## config.mk

```make
export PLATFORM = sky130hd
export DESIGN_NAME = led_step_sequencer
export DESIGN_NICKNAME = d
export VERILOG_FILES = /design/src/rtl/led_step_sequencer.sv
export SDC_FILE = /design/constraint.sdc
export NUM_CORES = 1
export LEC_CHECK = 0
export ABC_AREA = 1
export BUFFER_PORTS_ARGS = -buffer_cell sky130_fd_sc_hd__buf_4
export CAP_MARGIN = 25
export CORE_MARGIN = 2
export CORE_UTILIZATION = 55
export DETAILED_ROUTE_END_ITERATION = 10
export PLACE_DENSITY = 0.72
export SYNTH_ARGS = -nofsm -noshare
export SYNTH_HDL_FRONTEND = slang
export SYNTH_SLANG_ARGS = --single-unit
```

## constraint.sdc

```tcl
create_clock -name clk -period 4.1 [get_ports clk]
set_clock_uncertainty 0.05 [all_clocks]
set_input_delay 0.205 -clock clk [delete_from_list [all_inputs] [get_ports clk]]
set_output_delay 0.205 -clock clk [all_outputs]
set_load 0.005 [all_outputs]
```

## src/rtl/led_step_sequencer.sv

```systemverilog
// Timed, button-controlled 3-bit step code feeding the 3-8 LED decoder.
// Debounces run/pause and direction buttons and steps a wrapping index on a prescaled tick.

module led_btn_debounce #(
  parameter int unsigned DEB_CNT = 240000
) (
  input  logic clk,
  input  logic rst,
  input  logic btn_n_i,
  output logic press_o
);

  localparam int unsigned CNT_W = (DEB_CNT < 2) ? 1 : $clog2(DEB_CNT);
  localparam logic [CNT_W-1:0] CNT_LAST = CNT_W'(DEB_CNT - 1);

  logic             sync1_q, sync2_q;
  logic             stable_q, stable_d;
  logic             stable_dly_q;
  logic [CNT_W-1:0] cnt_q, cnt_d;
  logic             press_q, press_d;

  // Counter only runs while the synchronised level disagrees with the accepted level
  always_comb begin
    cnt_d    = cnt_q;
    stable_d = stable_q;
    press_d  = stable_dly_q & ~stable_q;
    if (sync2_q == stable_q) begin
      cnt_d = '0;
    end else if (cnt_q == CNT_LAST) begin
      stable_d = sync2_q;
      cnt_d    = '0;
    end else begin
      cnt_d = cnt_q + CNT_W'(1);
    end
  end

  always_ff @(posedge clk) begin
    if (rst) begin
      sync1_q      <= 1'b1;
      sync2_q      <= 1'b1;
      stable_q     <= 1'b1;
      stable_dly_q <= 1'b1;
      cnt_q        <= '0;
      press_q      <= 1'b0;
    end else begin
      sync1_q      <= btn_n_i;
      sync2_q      <= sync1_q;
      stable_q     <= stable_d;
      stable_dly_q <= stable_q;
      cnt_q        <= cnt_d;
      press_q      <= press_d;
    end
  end

  assign press_o = press_q;

endmodule

module led_step_sequencer #(
  parameter int unsigned TICK_DIV = 12000000,
  parameter int unsigned DEB_CNT  = 240000
) (
  input  logic       clk,
  input  logic       rst,
  input  logic       btn_run_n,
  input  logic       btn_dir_n,
  output logic [2:0] code_n,
  output logic [2:0] index,
  output logic       running,
  output logic       dir,
  output logic       tick
);

  localparam int unsigned PRE_W = $clog2(TICK_DIV);
  localparam logic [PRE_W-1:0] PRE_LAST = PRE_W'(TICK_DIV - 1);

  typedef enum logic {
    S_PAUSE = 1'b0,
    S_RUN   = 1'b1
  } state_t;

  state_t           state_q, state_d;
  logic             dir_q, dir_d;
  logic [PRE_W-1:0] pre_q, pre_d;
  logic [2:0]       idx_q, idx_d;
  logic             tick_q, tick_d;
  logic             step_c;
  logic             run_press, dir_press;

  led_btn_debounce #(.DEB_CNT(DEB_CNT)) u_deb_run (
    .clk     (clk),
    .rst     (rst),
    .btn_n_i (btn_run_n),
    .press_o (run_press)
  );

  led_btn_debounce #(.DEB_CNT(DEB_CNT)) u_deb_dir (
    .clk     (clk),
    .rst     (rst),
    .btn_n_i (btn_dir_n),
    .press_o (dir_press)
  );

  // Step uses the current dir, so a same-cycle dir press only affects later steps
  always_comb begin
    state_d = state_q;
    dir_d   = dir_q;
    pre_d   = pre_q;
    idx_d   = idx_q;
    tick_d  = 1'b0;
    step_c  = 1'b0;
    case (state_q)
      S_PAUSE: begin
        if (run_press) state_d = S_RUN;
      end
      S_RUN: begin
        if (pre_q == PRE_LAST) begin
          pre_d  = '0;
          step_c = 1'b1;
        end else begin
          pre_d = pre_q + PRE_W'(1);
        end
        if (run_press) state_d = S_PAUSE;
      end
      default: state_d = S_PAUSE;
    endcase
    if (dir_press) dir_d = ~dir_q;
    if (step_c) begin
      idx_d  = dir_q ? (idx_q - 3'd1) : (idx_q + 3'd1);
      tick_d = 1'b1;
    end
  end

  always_ff @(posedge clk) begin
    if (rst) begin
      state_q <= S_PAUSE;
      dir_q   <= 1'b0;
      pre_q   <= '0;
      idx_q   <= 3'd0;
      tick_q  <= 1'b0;
    end else begin
      state_q <= state_d;
      dir_q   <= dir_d;
      pre_q   <= pre_d;
      idx_q   <= idx_d;
      tick_q  <= tick_d;
    end
  end

  assign index   = idx_q;
  assign code_n  = ~idx_q;
  assign running = (state_q == S_RUN);
  assign dir     = dir_q;
  assign tick    = tick_q;

endmodule

```

; ---- Word level (Yosys, flattened, before mapping)
; Index checks and enable logic that the tools add are counted.
; W data, S select, Z words.
[totals]
wordCells = 48
reg_bits = 76
output_inout_bits = 9
in_bits = 4
[classes]
addsub = 5
n_bitwise = 9
eq_ne = 5
reduce_logical = 4
mux = 8
[op_table]
columns = cell, n
row1 = $add A18 B1 Y18 const B, 2
row2 = $eq A18 B18 Y1 const B, 2
row3 = $add A24 B1 Y24 const B, 1
row4 = $eq A24 B24 Y1 const B, 1
row5 = $mux W24, 1
row6 = $not A1 Y1, 6
row7 = $reduce_or A3 Y1, 2
row8 = $mux W1, 5
row9 = $reduce_and A2 Y1, 2
row10 = $add A3 B1 Y3 const B, 1
row11 = $mux W3, 1
row12 = $not A3 Y3, 1
row13 = $sub A3 B1 Y3 const B, 1
row14 = $and A1 B1 Y1, 2
row15 = $eq A1 B1 Y1, 2
row16 = $pmux W1 S2, 1

; ---- Longest topological paths before layout
; Gate-level depths: netlist of run 1.
[depth]
word_depth = 4
mapped_depth = 10

; ---- Modules after synthesis
; A second synthesis of run 1 with hierarchy kept.
[unflattened]
cells_unflattened = 547
area_unflattened_um2 = 3808.7
[modules_own_cells]
columns = mod, area_each_um2, cells_each, instances
row1 = led_btn_debounce, 1078.5, 147, 2
row2 = led_step_sequencer, 1651.6, 253, 1

; ---- Worst setup path after synthesis of run 1
; No wires, ideal clock.
[synth_path]
kind = flip-flop to flip-flop
from = register pre_q[0]
to = register idx_q[1], in the netlist index[1]
t_required_ps = 3931
path_stages_with_launch = 10
t_arrival_ps = 1366
path_slack_ps = 2565
setup_ps = 119
synth_period_minus_slack_ps = 1535
cell_sequence = dfxtp_1 ha_1 nand2_1 nor2_8 nand2_4 nor2_8 nand2_4 nand2_2 buf_6 o21ai_1
[synth_between]
elab_chain_len = 3
[synth_lines]
columns = element, line
row1 = "start, declared", 84  ; logic [PRE_W-1:0] pre_q, pre_d;
row2 = "start signal, assigned", 144  ; pre_q <= pre_d;
row3 = $eq A24 B24 Y1, 117  ; if (pre_q == PRE_LAST) begin
row4 = $mux W1, 117
row5 = $mux W1, 112  ; case (state_q)
row6 = "end signal, assigned", 145  ; idx_q <= idx_d;
row7 = "end, declared", 85  ; logic [2:0] idx_q, idx_d;
; Every way passes these cells.
; A chain may end at the register's enable or synchronous reset.

; ---- Worst setup path after layout of run 1
[layout_path]
from = register pre_q[0]
to = register pre_q[7]
[layout_between]
elab_chain_len = 2
elab_cells_between_ends = 3
[layout_lines]
columns = element, line
row1 = $add A24 B1 Y24 or $eq A24 B24 Y1 (tied branches), "121, 117"
row2 = $mux W24 (*), 117
; Mark *: on every way between the ends. The rest lies on a longest branch, timed or not.

==> results of run 1 <==
layer usage:
| metal | up-vias | global-route usage, % |
|---|---|---|
| li1 | 1731 | - |
| met3 | 17 | 4.739 |
| met4 | 0 | 9.371 |
| met1 | 1502 | 27.44 |
| met2 | 38 | 39.46 |
| met5 | - | 0 |
cells in the final DEF, fill, tap and decap left out, types with 12 or more instances in the layout:
cell type | Yosys | routed
a21oi_1 | 27 | 27
nand4_1 | 14 | 14
inv_2 | 12 | 12
inv_1 | 58 | 58
nand3_1 | 33 | 33
buf_4 | 1 | 12
nor2_1 | 89 | 89
nand2_1 | 117 | 117
dfxtp_1 | 76 | 76
nor3_1 | 17 | 17
kinds of logic (layout without fill, tap and decap cells):
logic type | Yosys count | count (layout) | share of synthesized area (%)
DFF | 76 | 76 | 39.78
AOI/OAI and AO/OA | 46 | 46 | 6.739
xor gates and xnor gates | 18 | 18 | 4.122
adders and majority gates | 4 | 4 | 1.505
and+or+nand+nor | 315 | 315 | 39.52
buffers and inverters | 77 | 101 | 8.341
path summary, 6_finish.rpt:
path	startpoint	endpoint	slack, ps	cells past startpoint
hold reg to reg	u_deb_run.stable_dly_q	u_deb_run.press_o	370	2
hold / removal	rst	running	140	2
setup / recovery	pre_q[0]	pre_q[7]	2400	8
setup reg to reg	pre_q[0]	pre_q[7]	2400	8
flip-flops by register name, indices dropped and copies added (netlist names), 3 cells and up:
name and cells:
pre_q 24, u_deb_dir.cnt_q 18, u_deb_run.cnt_q 18, index 3
stage by stage:
step	total power, mW	setup slack (ps)	std cells	hold WS [ps]	util, %
after detailed placement	0.7774	2411	622	343.7	58.69
final	1.338	2400	640	142.0	61.96
after global routing	1.387	2273	640	139.6	61.96
after CTS	1.351	2397	640	131.1	61.96
after floorplan	0.7733	2565	536	258.8	-
after global placement	0.7768	2488	622	339.5	58.69
area by class of cell:
class                   instances  area (um^2)  area share (%)
clock buffers                  10        137.6           3.288
clock inverters                 6        63.81           1.524
inverters                      71        269.0           6.426
multi-input cells             383         1984           47.40
flip-flops and latches         76         1521           36.34
well taps                      80        100.1           2.391
repair buffers                 14        110.1           2.630
power groups by stage:
stage	registers, mW	clock network, mW	logic, mW
global route	0.742	0.624	0.0222
global placement	0.758	0	0.0184
finish	0.741	0.577	0.0197
CTS	0.741	0.589	0.0203
floorplan	0.758	0	0.0150
detailed placement	0.759	0	0.0189
repair_timing:
item                                    CTS  global route
resized for setup                         0             0
endpoints found under the setup margin    0             0
endpoints found under the hold margin     2             0
hold buffers                              2             0
==> results summary, run 1 <==
The post-synthesis sequential area ratio came out at 39.78%. The wire length on met1 came out at 3477 um. The overall die width came out at 87.40 um. The critical path is of the reg2reg type. The worst IR drop on VDD is 0.1896 mV. The first global-routing pass estimated 13720 um of wire.

The met2 wirelength from detailed routing is 3935 um. Once detail routing completed, the nets flagged for antenna violations numbered 0. The final-layout fill cell count came out at 629. The placer's final routability congestion estimate came out at 0.9540. The synthesized netlist cell count is 536. The switching part of the total power is 22.02%. Sorting the synthesized cells by area gives the leading types as dfxtp_1, nand2_1, nor2_1. Internal power comes to 1.043 mW. The category of cells accounting for the largest share of critical-path delay is simple AND/OR/NAND/NOR gates. Global routing consumed, over all layers together, 22.83% of the routing resources. The hold violation total from the final report came to 0.

The number of maximum-capacitance violations came out at 0. The die outline area came out at 0.007638 mm^2. The worst endpoint required time came out at 4280 ps.

The total buffers and inverters traversed by the critical path is 0. Along the worst path, the maximum fanout reaches 11. The initial utilization of the core area, before any placement, comes to 56.61%.

13 I/O pins were placed. The number of antenna violations at the first check in global routing is 0. TritonCTS built the clock tree. For this run, design rule violations remaining after detail routing come to 0. After the first detailed-routing iteration, the DRC count stood at 95. The combinational share of power is 1.5%. The number of vias per cell after detailed routing is 5.138. The signal on the critical path passes through ha_1, nand2_1, nor2_8, nand2_4, nor2_8, nand2_4, nand2_2, nor2_1. The fraction of layout cells with a size suffix above 1 is 15.00%. Summed over all layers, the routed wires come to 7757 um. After layout, the minimum clock period comes to 1700 ps.

During placement, the flow inserted port buffers numbering 12. The y dimension of the die came out at 87.40 um. The routed length per placed instance is 12.12 um. The flow ran to the end, and the final reports show no timing, DRC or antenna violations.

The number of core rows came out at 30. The largest individual stage delay along the critical path comes from the cell dfxtp_1. The power density over the cells is 319.6 mW/mm^2. The via count of the first global-routing pass was 3200. The final number of setup-violating endpoints came out at 0. The total vias in the final route is 3288. The highest layer touched by signal routing is met4. STA classifies the critical path endpoint as a register. The worst-case headroom to the max-slew limit is 70.03%. The post-DP HPWL is 5956 um. The final setup TNS is 0 ps. The later-pin clock latency in the skew report came out at 350 ps.

The startpoint kind of the worst setup timing path is a register. After floorplanning, the core was sized to cover 0.006756 mm^2. The clock network fraction of design power came out at 43.1%. Global routing finished with a remaining overflow of 0. The type of the tightest min-delay check is in2reg. The slew at the pin closest to its max-slew limit is 448.9 ps. The total placed instance area came out at 0.003965 mm^2. The number of synthesized flops with an enable pin is 0.

The iteration count of the initial detailed-routing pass is 5. Setup repair after global routing left no endpoint under its margin. The maximum buffer depth of the clock tree came out at 2. The commonest cells after synthesis are nand2_1, nor2_1, dfxtp_1, inv_1, nand3_1. Summing all non-filler instances in the final layout gives an area of 0.004187 mm^2.

The cell with the most instances after synthesis is nand2_1. The warning count from the yosys run is 0. The max-slew violation total from the final report is 0. Dividing the synthesized area by the synthesized cell count gives 7.136 um^2. The maximum number of pins on one net before global-route repair came out at 19. The delay of the slowest cell on the worst path is 420 ps. The post-synthesis instance area came out at 0.003825 mm^2. Compared with the post-synthesis result, the final layout area differs by 9.454%. The upper clock frequency limit came out at 588.3 MHz.

In the final design database the tool counted 563 nets. The number of clock sinks seen by CTS is 76. The sequential power share is 55.4%. The H-tree depth is 3.

After clock tree synthesis, the setup repair step added 0 buffers. The static leakage came out at 1.559 nW. The number of library cell types mapped by synthesis is 38. The fraction of the cycle the final worst path needs is 41.46%. Clock-pin slew was measured on the worst setup and hold paths at 80 ps. In the synthesized netlist the dominant register cell turns out to be dfxtp_1. The total nets after synthesis is 544. The root cell of the clock tree is clkbuf_8. The biggest area contributor in the post-synthesis netlist is dfxtp_1. The TritonCTS buffer count came out at 9. The critical path arrival came out at 1880 ps. Counting flops with an async set or reset pin after synthesis yields a share of 0%. The met3 wirelength from detailed routing came out at 175 um.

The number of storage elements in the synthesis netlist is 76. The number of antenna diodes is 0. The net switching power of the design is 294.7 uW. The fraction of synthesized cell area taken by the top area cell type came out at 39.78%.
No activity file was read; power rests on OpenSTA's default activity.
==> run 2, diff against run 1 <==
--- a/config.mk
+++ b/config.mk
@@ -11,7 +11,7 @@
 export CORE_MARGIN = 2
 export CORE_UTILIZATION = 55
 export DETAILED_ROUTE_END_ITERATION = 10
-export PLACE_DENSITY = 0.72
+export PLACE_DENSITY = 0.75
 export SYNTH_ARGS = -nofsm -noshare
 export SYNTH_HDL_FRONTEND = slang
 export SYNTH_SLANG_ARGS = --single-unit
==> constraint.sdc (replaced) <==
create_clock -name clk -period 1.43 [get_ports clk]
set_clock_uncertainty 0.05 [all_clocks]
set_input_delay 0.0715 -clock clk [delete_from_list [all_inputs] [get_ports clk]]
set_output_delay 0.0715 -clock clk [all_outputs]
set_load 0.005 [all_outputs]
==> results summary, run 2 (synthesis results as in run 1) <==
The run finished with clean final reports. The setup slack on the worst flop-to-flop path came out at 20 ps (-2380 ps). Walking the worst path, the cells encountered are inv_1, nand4_1, nor3_2, nand2_4, nand2_4, a21oi_1. The hold violation total from the final report is 0 (unchanged). The top cell types in the final layout, fill and taps aside, are nand2_1, nor2_1, dfxtp_1, inv_1, buf_4.

The startpoint identified for the worst register-to-register timing path is u_deb_run.cnt_q[9]. The total routing usage reported by global routing came out at 24.37% (+1.5 points). The total vias in the final route came out at 3637 (+11%). The cell that appears most often on the critical path is nand2_4. The worst endpoint required time was 1610 ps (-2670 ps). The internal power came out at 3.129 mW (+200%). The total routed wirelength came out at 9148 um (+18%). The static leakage is 1.934 nW (+24%). The final setup TNS is 0 ps (unchanged). The effective utilization at floorplan was 56.61% (unchanged). The maximum number of pins on one net before global-route repair came out at 18 (-1). The boundary pin count came out at 13 (unchanged). The number of antenna diodes is 0 (unchanged). The max-slew violation total from the final report came out at 0 (unchanged). The TritonCTS buffer count is 9 (unchanged). The number of vias per cell after detailed routing was 5.302 (+3.2%). The count of unresolved DRC violations after routing is 0 (unchanged). The final net count is 612 (+8.7%).

The met1 demand-to-capacity share in global routing is 28.33% (+0.89 points). The worst hold path stage count is 2 (unchanged). The number of flip-flops in the largest register came out at 24 (unchanged). The area of the core came out at 0.006756 mm^2 (unchanged). The highest net fanout along the worst path was 5 (-6).

The largest register by flop count is pre_q. The combinational share of power came out at 2.0% (+0.5 points). The via count of the first global-routing pass was 3326 (+3.9%). The critical path is of the reg2reg type.

The iteration count of the initial detailed-routing pass is 5 (unchanged). The post-DP HPWL came out at 6406 um (+7.5%). The sequential power share is 54.1% (-1.3 points). The critical path arrival came out at 1590 ps (-290 ps).

The net switching power of the design is 797.9 uW (+170%). The number of core rows came out at 30 (unchanged). The root cell of the clock tree is clkbuf_8.

The y dimension of the die came out at 87.40 um (unchanged). The peak-usage layer in the global routing report is met2. The startpoint identified for the worst hold timing path is u_deb_dir.stable_dly_q. The fraction of the cycle the final worst path needs was 98.78% (+57 points).

The TritonCTS clock tree is done. The fraction of layout cells with a size suffix above 1 is 31.35% (+16 points). The worst register-to-register path ends at u_deb_run.cnt_q[15]. The slowest stage of the critical path is the dfxtp_1 cell. The clock network fraction of design power came to 44.0% (+0.9 points). The worst slack at placement is -75.75 ps (-2487 ps). The leftover overflow at the end of global routing came out at 0 (unchanged). The number of antenna violations at the first check in global routing is 0 (unchanged). The number of port buffers is 12 (unchanged).

The placer's final routability congestion estimate is 1.012 (+6.1%). The final number of setup-violating endpoints came to 0 (unchanged). The number of DRC markers after the initial detailed-route iteration came out at 231 (+140%). STA classifies the critical path endpoint as a register.

The clock-pin transition on the worst setup and hold timing paths is 70 ps (about the same). The die outline area is 0.007638 mm^2 (unchanged). The switching part of the total power came out at 20.32% (-1.7 points). The worst-case headroom to the max-slew limit came to 76.19% (+6.2 points). The post-route worst setup slack came out at 17.40 ps (-2383 ps). The final standard cell count with taps included and fillers excluded is 686 (+7.2%). STA classifies the critical path startpoint as a register. The overall die width is 87.40 um (unchanged). The largest registers in the layout are pre_q x24, u_deb_dir.cnt_q x18, u_deb_run.cnt_q x18. Setup repair after global routing could not meet its margin everywhere.

From synthesis to final layout, the design area changed by 28.59%. The slew at the pin closest to its max-slew limit is 355.2 ps (-93.70 ps). The maximum buffer depth of the clock tree is 2 (unchanged). The time the worst path needs with I/O delays and setup is 1413 ps (-287.3 ps).

The routed length per placed instance came to 13.34 um (+10%). The number of maximum-capacitance violations came out at 0 (unchanged). The number of cells in the design after placement is 661 (+6.3%). The worst IR drop on VDD is 0.5972 mV (+210%).

The final worst hold slack was 364.9 ps (+222.9 ps). The final-layout fill cell count is 493 (-22%). The number of clock sinks seen by CTS is 76 (unchanged). The H-tree depth came out at 3 (unchanged).

The first-pass GRT wire length is 14610 um (+6.4%). The cell count of the worst reg-to-reg path came out at 6 (-2). The delay of the slowest cell on the worst path is 340 ps (-80 ps).

The met2 track utilization from global routing came to 42.15% (+2.7 points). The count of antenna-violating nets left after detailed routing came out at 0 (unchanged). The power density over the cells is 798.4 mW/mm^2 (+150%). The upper clock frequency limit came to 707.9 MHz (+20%). The worst-case hold path end point is u_deb_dir.press_o.

The min-delay analysis places its worst path in the category reg2reg. The later-pin clock latency in the skew report came to 350 ps (about the same). Leaving out fill and tap cells, the most frequent cell in the layout is nand2_1. The met3 track demand over resource came out at 6.351% (+1.6 points).
==> run 2: cell count changes in the layout (fill, tap and decap cells not counted), moves of 5 or more <==
cell | previous run | this run
nor3_1 | 17 | 12
nand2_4 | 4 | 10
buf_4 | 12 | 50
nand2_1 | 117 | 108
dfxtp_2 | 0 | 18
nor3_2 | 0 | 5
dfxtp_1 | 76 | 56
nor2_1 | 89 | 80
nor2_4 | 8 | 16
==> run 2: repair_timing <==
item / in CTS / in global routing
resized for setup: 15 / 71
setup endpoints to repair: 37 / 61
hold buffers: 3 / 0
cloned: 2 / 0
pin swaps: 1 / 22
setup buffers: 1 / 6
hold endpoints to repair: 4 / 0
==> run 2: worst max-delay path: cells and delay by family (launching register included) <==
family / cells / cell delay (ps)
flops: 1 / 340
buf+inv: 1 / 120
simple gates: 4 / 730
compound gates: 1 / 60
==> run 2: power by group through the flow <==
stage	Clock (mW)	Sequential, mW	Combinational (mW)
floorplan	0	2.17	0.0431
global placement	0	2.17	0.0609
detailed placement	0	2.17	0.0618
CTS	1.74	2.12	0.0734
global route	1.84	2.12	0.0840
finish	1.73	2.12	0.0774
==> run 2: routing by layer <==
layer / up-vias / part of all wire [%]
met5: - / 0
li1: 1833 / -
met4: 0 / 3.5
met2: 108 / 51
met1: 1660 / 41
met3: 36 / 4.4
==> run 2: metrics by stage <==
step | area, um^2 | power (mW) | util [%]
after floorplan | 3844 | 2.215 | -
after global placement | 4327 | 2.233 | 64.04
after detailed placement | 4327 | 2.234 | 64.04
after CTS | 4634 | 3.940 | 68.59
after global routing | 4918 | 4.042 | 72.80
final | 4918 | 3.927 | 72.80
==> run 2: area by class of cell <==
| class | instances | area (um^2) | share of cell area (%) |
|---|---|---|---|
| Multi-Input combinational cell | 385 | 2256 | 45.87 |
| Clock inverter | 1 | 30.03 | 0.6105 |
| Inverter | 71 | 274.0 | 5.571 |
| Clock buffer | 12 | 176.4 | 3.587 |
| Tap cell | 80 | 100.1 | 2.035 |
| Sequential cell | 76 | 1551 | 31.54 |
| Timing Repair Buffer | 61 | 530.5 | 10.79 |
==> run 2: how the worst max path moves through the flow <==
stage	startpoint	end	slack (ps)	depth (start not counted)
CTS	u_deb_run.cnt_q[9]	u_deb_run.cnt_q[15]	0.1	6
global route	u_deb_dir.cnt_q[1]	u_deb_dir.stable_q	-60	9
global placement	pre_q[9]	pre_q[20]	-30	7
detailed placement	pre_q[1]	index[1]	-80	8
floorplan	pre_q[1]	index[1]	2	9
finish	u_deb_run.cnt_q[9]	u_deb_run.cnt_q[15]	20	6
==> run 3, diff against run 2 <==
--- a/config.mk
+++ b/config.mk
@@ -9,9 +9,9 @@
 export BUFFER_PORTS_ARGS = -buffer_cell sky130_fd_sc_hd__buf_4
 export CAP_MARGIN = 25
 export CORE_MARGIN = 2
-export CORE_UTILIZATION = 55
+export CORE_UTILIZATION = 38
 export DETAILED_ROUTE_END_ITERATION = 10
-export PLACE_DENSITY = 0.75
+export MAX_ROUTING_LAYER = met4
 export SYNTH_ARGS = -nofsm -noshare
 export SYNTH_HDL_FRONTEND = slang
 export SYNTH_SLANG_ARGS = --single-unit
==> results summary, run 3 (synthesis results as in run 1) <==
The TritonCTS clock tree is done. The TritonCTS buffer count came out at 9 (unchanged). The iteration count of the initial detailed-routing pass came to 5 (unchanged). The worst IR drop on VDD is 0.4713 mV (-21%). The worst hold path belongs to the class in2reg.

The number of maximum-capacitance violations is 0 (unchanged). The clock-pin transition on the worst setup and hold timing paths came out at 80 ps (about the same). The via count of the first global-routing pass was 3397 (+2.1%). The final-layout fill cell count is 962 (+95%). The die outline area came to 0.01088 mm^2 (+42%).

The overall die width was 104.3 um (+19%). The worst slack at placement came out at -80.49 ps (-4.745 ps). In the final layout, the registers with the most flip-flops are pre_q x24, u_deb_dir.cnt_q x18, u_deb_run.cnt_q x18.

The utilization of the core after routing came out at 50.84% (-22 points). The later-pin clock latency in the skew report came out at 350 ps (about the same). The total vias in the final route was 3514 (-3.4%).

The number of antenna violations at the first check in global routing came out at 0 (unchanged). The time the worst path needs with I/O delays and setup is 1445 ps (+32.39 ps). The final reports fail on setup timing. The worst register-to-register path begins at pre_q[1]. The fraction of the cycle the final worst path needs was 101.0% (+2.3 points). The startpoint of the lowest-slack hold path is rst.

The hold violation total from the final report came out at 0 (unchanged). The power density over the cells came out at 800.9 mW/mm^2 (+0.31%). CTS placed an instance of clkbuf_8 at the clock tree root. The boundary pin count is 13 (unchanged). The run finished, with violations left.

The upper clock frequency limit came out at 692.0 MHz (-2.2%). The post-DP HPWL is 6278 um (-2.0%). The number of DRC markers after the initial detailed-route iteration is 163 (-29%). The maximum number of pins on one net before global-route repair is 18 (unchanged). The startpoint kind of the worst setup timing path is a register. The effective utilization at floorplan came to 39.13% (-17 points). The type of element capturing the critical path is a register. The worst register-to-register path ends at pre_q[15]. The number of clock sinks seen by CTS came out at 76 (unchanged). Setup repair after global routing could not meet its margin everywhere. The number of port buffers is 12 (unchanged). The slew at the pin closest to its max-slew limit came out at 415.0 ps (+59.83 ps). The area overhead of the layout relative to synthesis came out at 29.93%. The final setup TNS is -14.99 ps (-14.99 ps). The worst-case hold path end point is u_deb_run.stable_q.

The setup slack on the worst flop-to-flop path came out at -10 ps (-30 ps). The total routing usage reported by global routing is 17.17% (-7.2 points). The number of flip-flops in the largest register came out at 24 (unchanged).

The cell at the slowest stage of the critical path is dfxtp_2. The critical path goes through buf_4, nand2_1, nor2_4, nand2_4, nor2_4, buf_4, nand2_1, nor2_1, nor3_1. In the layout the commonest cells are nand2_1, nor2_1, inv_1, dfxtp_1, buf_4. The area of the core came to 0.009774 mm^2 (+45%). The first-pass GRT wire length was 14890 um (+1.9%).

The most critical setup path has its startpoint at pre_q[1]. The count of antenna-violating nets left after detailed routing came out at 0 (unchanged). The leftover overflow at the end of global routing came out at 0 (unchanged). The fraction of layout cells with a size suffix above 1 is 30.88% (-0.47 points). The number of core rows came out at 36 (+20%).

The number of vias per cell after detailed routing is 4.717 (-11%). The max-slew violation total from the final report came out at 0 (unchanged). The largest register by flop count is pre_q. The worst endpoint required time is 1620 ps (about the same). The total routed wirelength came to 8708 um (-4.8%).

The routed length per placed instance is 11.69 um (-12%). The critical path class is reg2reg. The final number of setup-violating endpoints is 1 (+1). The critical path arrival is 1640 ps (+50 ps). The delay of the slowest cell on the worst path came out at 350 ps (about the same). The maximum buffer depth of the clock tree is 2 (unchanged).

The worst hold path stage count is 4 (+2). The number of antenna diodes is 0 (unchanged). The H-tree depth came out at 3 (unchanged).

The final net count came to 615 (+0.49%). The y dimension of the die is 104.3 um (+19%). The post-route worst setup slack came out at -14.99 ps (-32.39 ps). The highest net fanout along the worst path was 3 (-2). The worst-case headroom to the max-slew limit is 72.33% (-3.9 points).

The static leakage is 1.968 nW (+1.7%). The library cell used most frequently in the layout, excluding fill and tap cells, is nand2_1. The cell count of the worst reg-to-reg path is 9 (+3).

The placer's final routability congestion estimate is 0.9221 (-8.9%). The count of unresolved DRC violations after routing came to 0 (unchanged).
run 3: changes by cell type in the layout (fill, tap and decap cells not counted), moves of 3 or more:
| cell | previous run | this run |
|---|---|---|
| nand2_2 | 12 | 6 |
| nand2_4 | 10 | 14 |
| dfxtp_2 | 18 | 15 |
| dfxtp_4 | 2 | 5 |
| buf_12 | 4 | 1 |
| buf_4 | 50 | 56 |
| a21oi_1 | 24 | 27 |
| nor2_2 | 9 | 12 |
run 3: final cells by class:
type / instances / area, um^2 / area share [%]
multi-input cells: 385 / 2232 / 44.91
repair buffers: 64 / 516.7 / 10.40
flip-flops and latches: 76 / 1559 / 31.37
inverters: 71 / 274.0 / 5.514
clock buffers: 13 / 178.9 / 3.600
well taps: 133 / 166.4 / 3.348
clock inverters: 3 / 42.54 / 0.8560
run 3: worst max path at each step:
stage	endpoint	slack, ps	cells after the start
floorplan	index[1]	2	9
CTS	u_deb_run.cnt_q[7]	-10	8
detailed placement	pre_q[12]	-80	9
global route	pre_q[22]	-120	9
global placement	pre_q[11]	-60	9
finish	pre_q[15]	-10	9
run 3: critical path, delay by kind of cell, from the launching register on:
family                 cells  cell delay [ps]
buffers and inverters      2              250
flip-flops                 1              350
AND/OR/NAND/NOR            7              680
run 3: repair_timing:
action,4_1_cts,5_1_grt
hold buffers,2,0
gates cloned,2,0
endpoints found under the hold margin,2,0
gates resized for setup,19,64
pin swaps,11,32
setup endpoints to repair,40,61
buffers inserted,2,4
run 3: metrics by stage:
stage	instance area (um^2)	power (mW)	cells	hold slack, ps
final	4970	3.980	745	52.78
after global routing	4970	4.147	745	65.97
after CTS	4723	4.039	742	30.43
after detailed placement	4420	2.238	721	209.8
after global placement	4420	2.237	721	209.8
after floorplan	3844	2.215	536	125.3
run 3: report_power, final:
group	switching, mW	total, mW	internal, mW
clock	0.794	1.79	0.995
sequential	0.00379	2.12	2.11
combinational	0.0442	0.0762	0.0320
total	0.842	3.98	3.14
run 3: routing by layer:
layer	up-vias	wire length [um]	GRT usage [%]	share of wire (%)
met1	1605	4048	20.99	46
met3	18	216	3.008	2.5
met4	0	201	8.012	2.3
met5	-	0	-	0
li1	1837	-	-	-
met2	54	4241	27.54	49
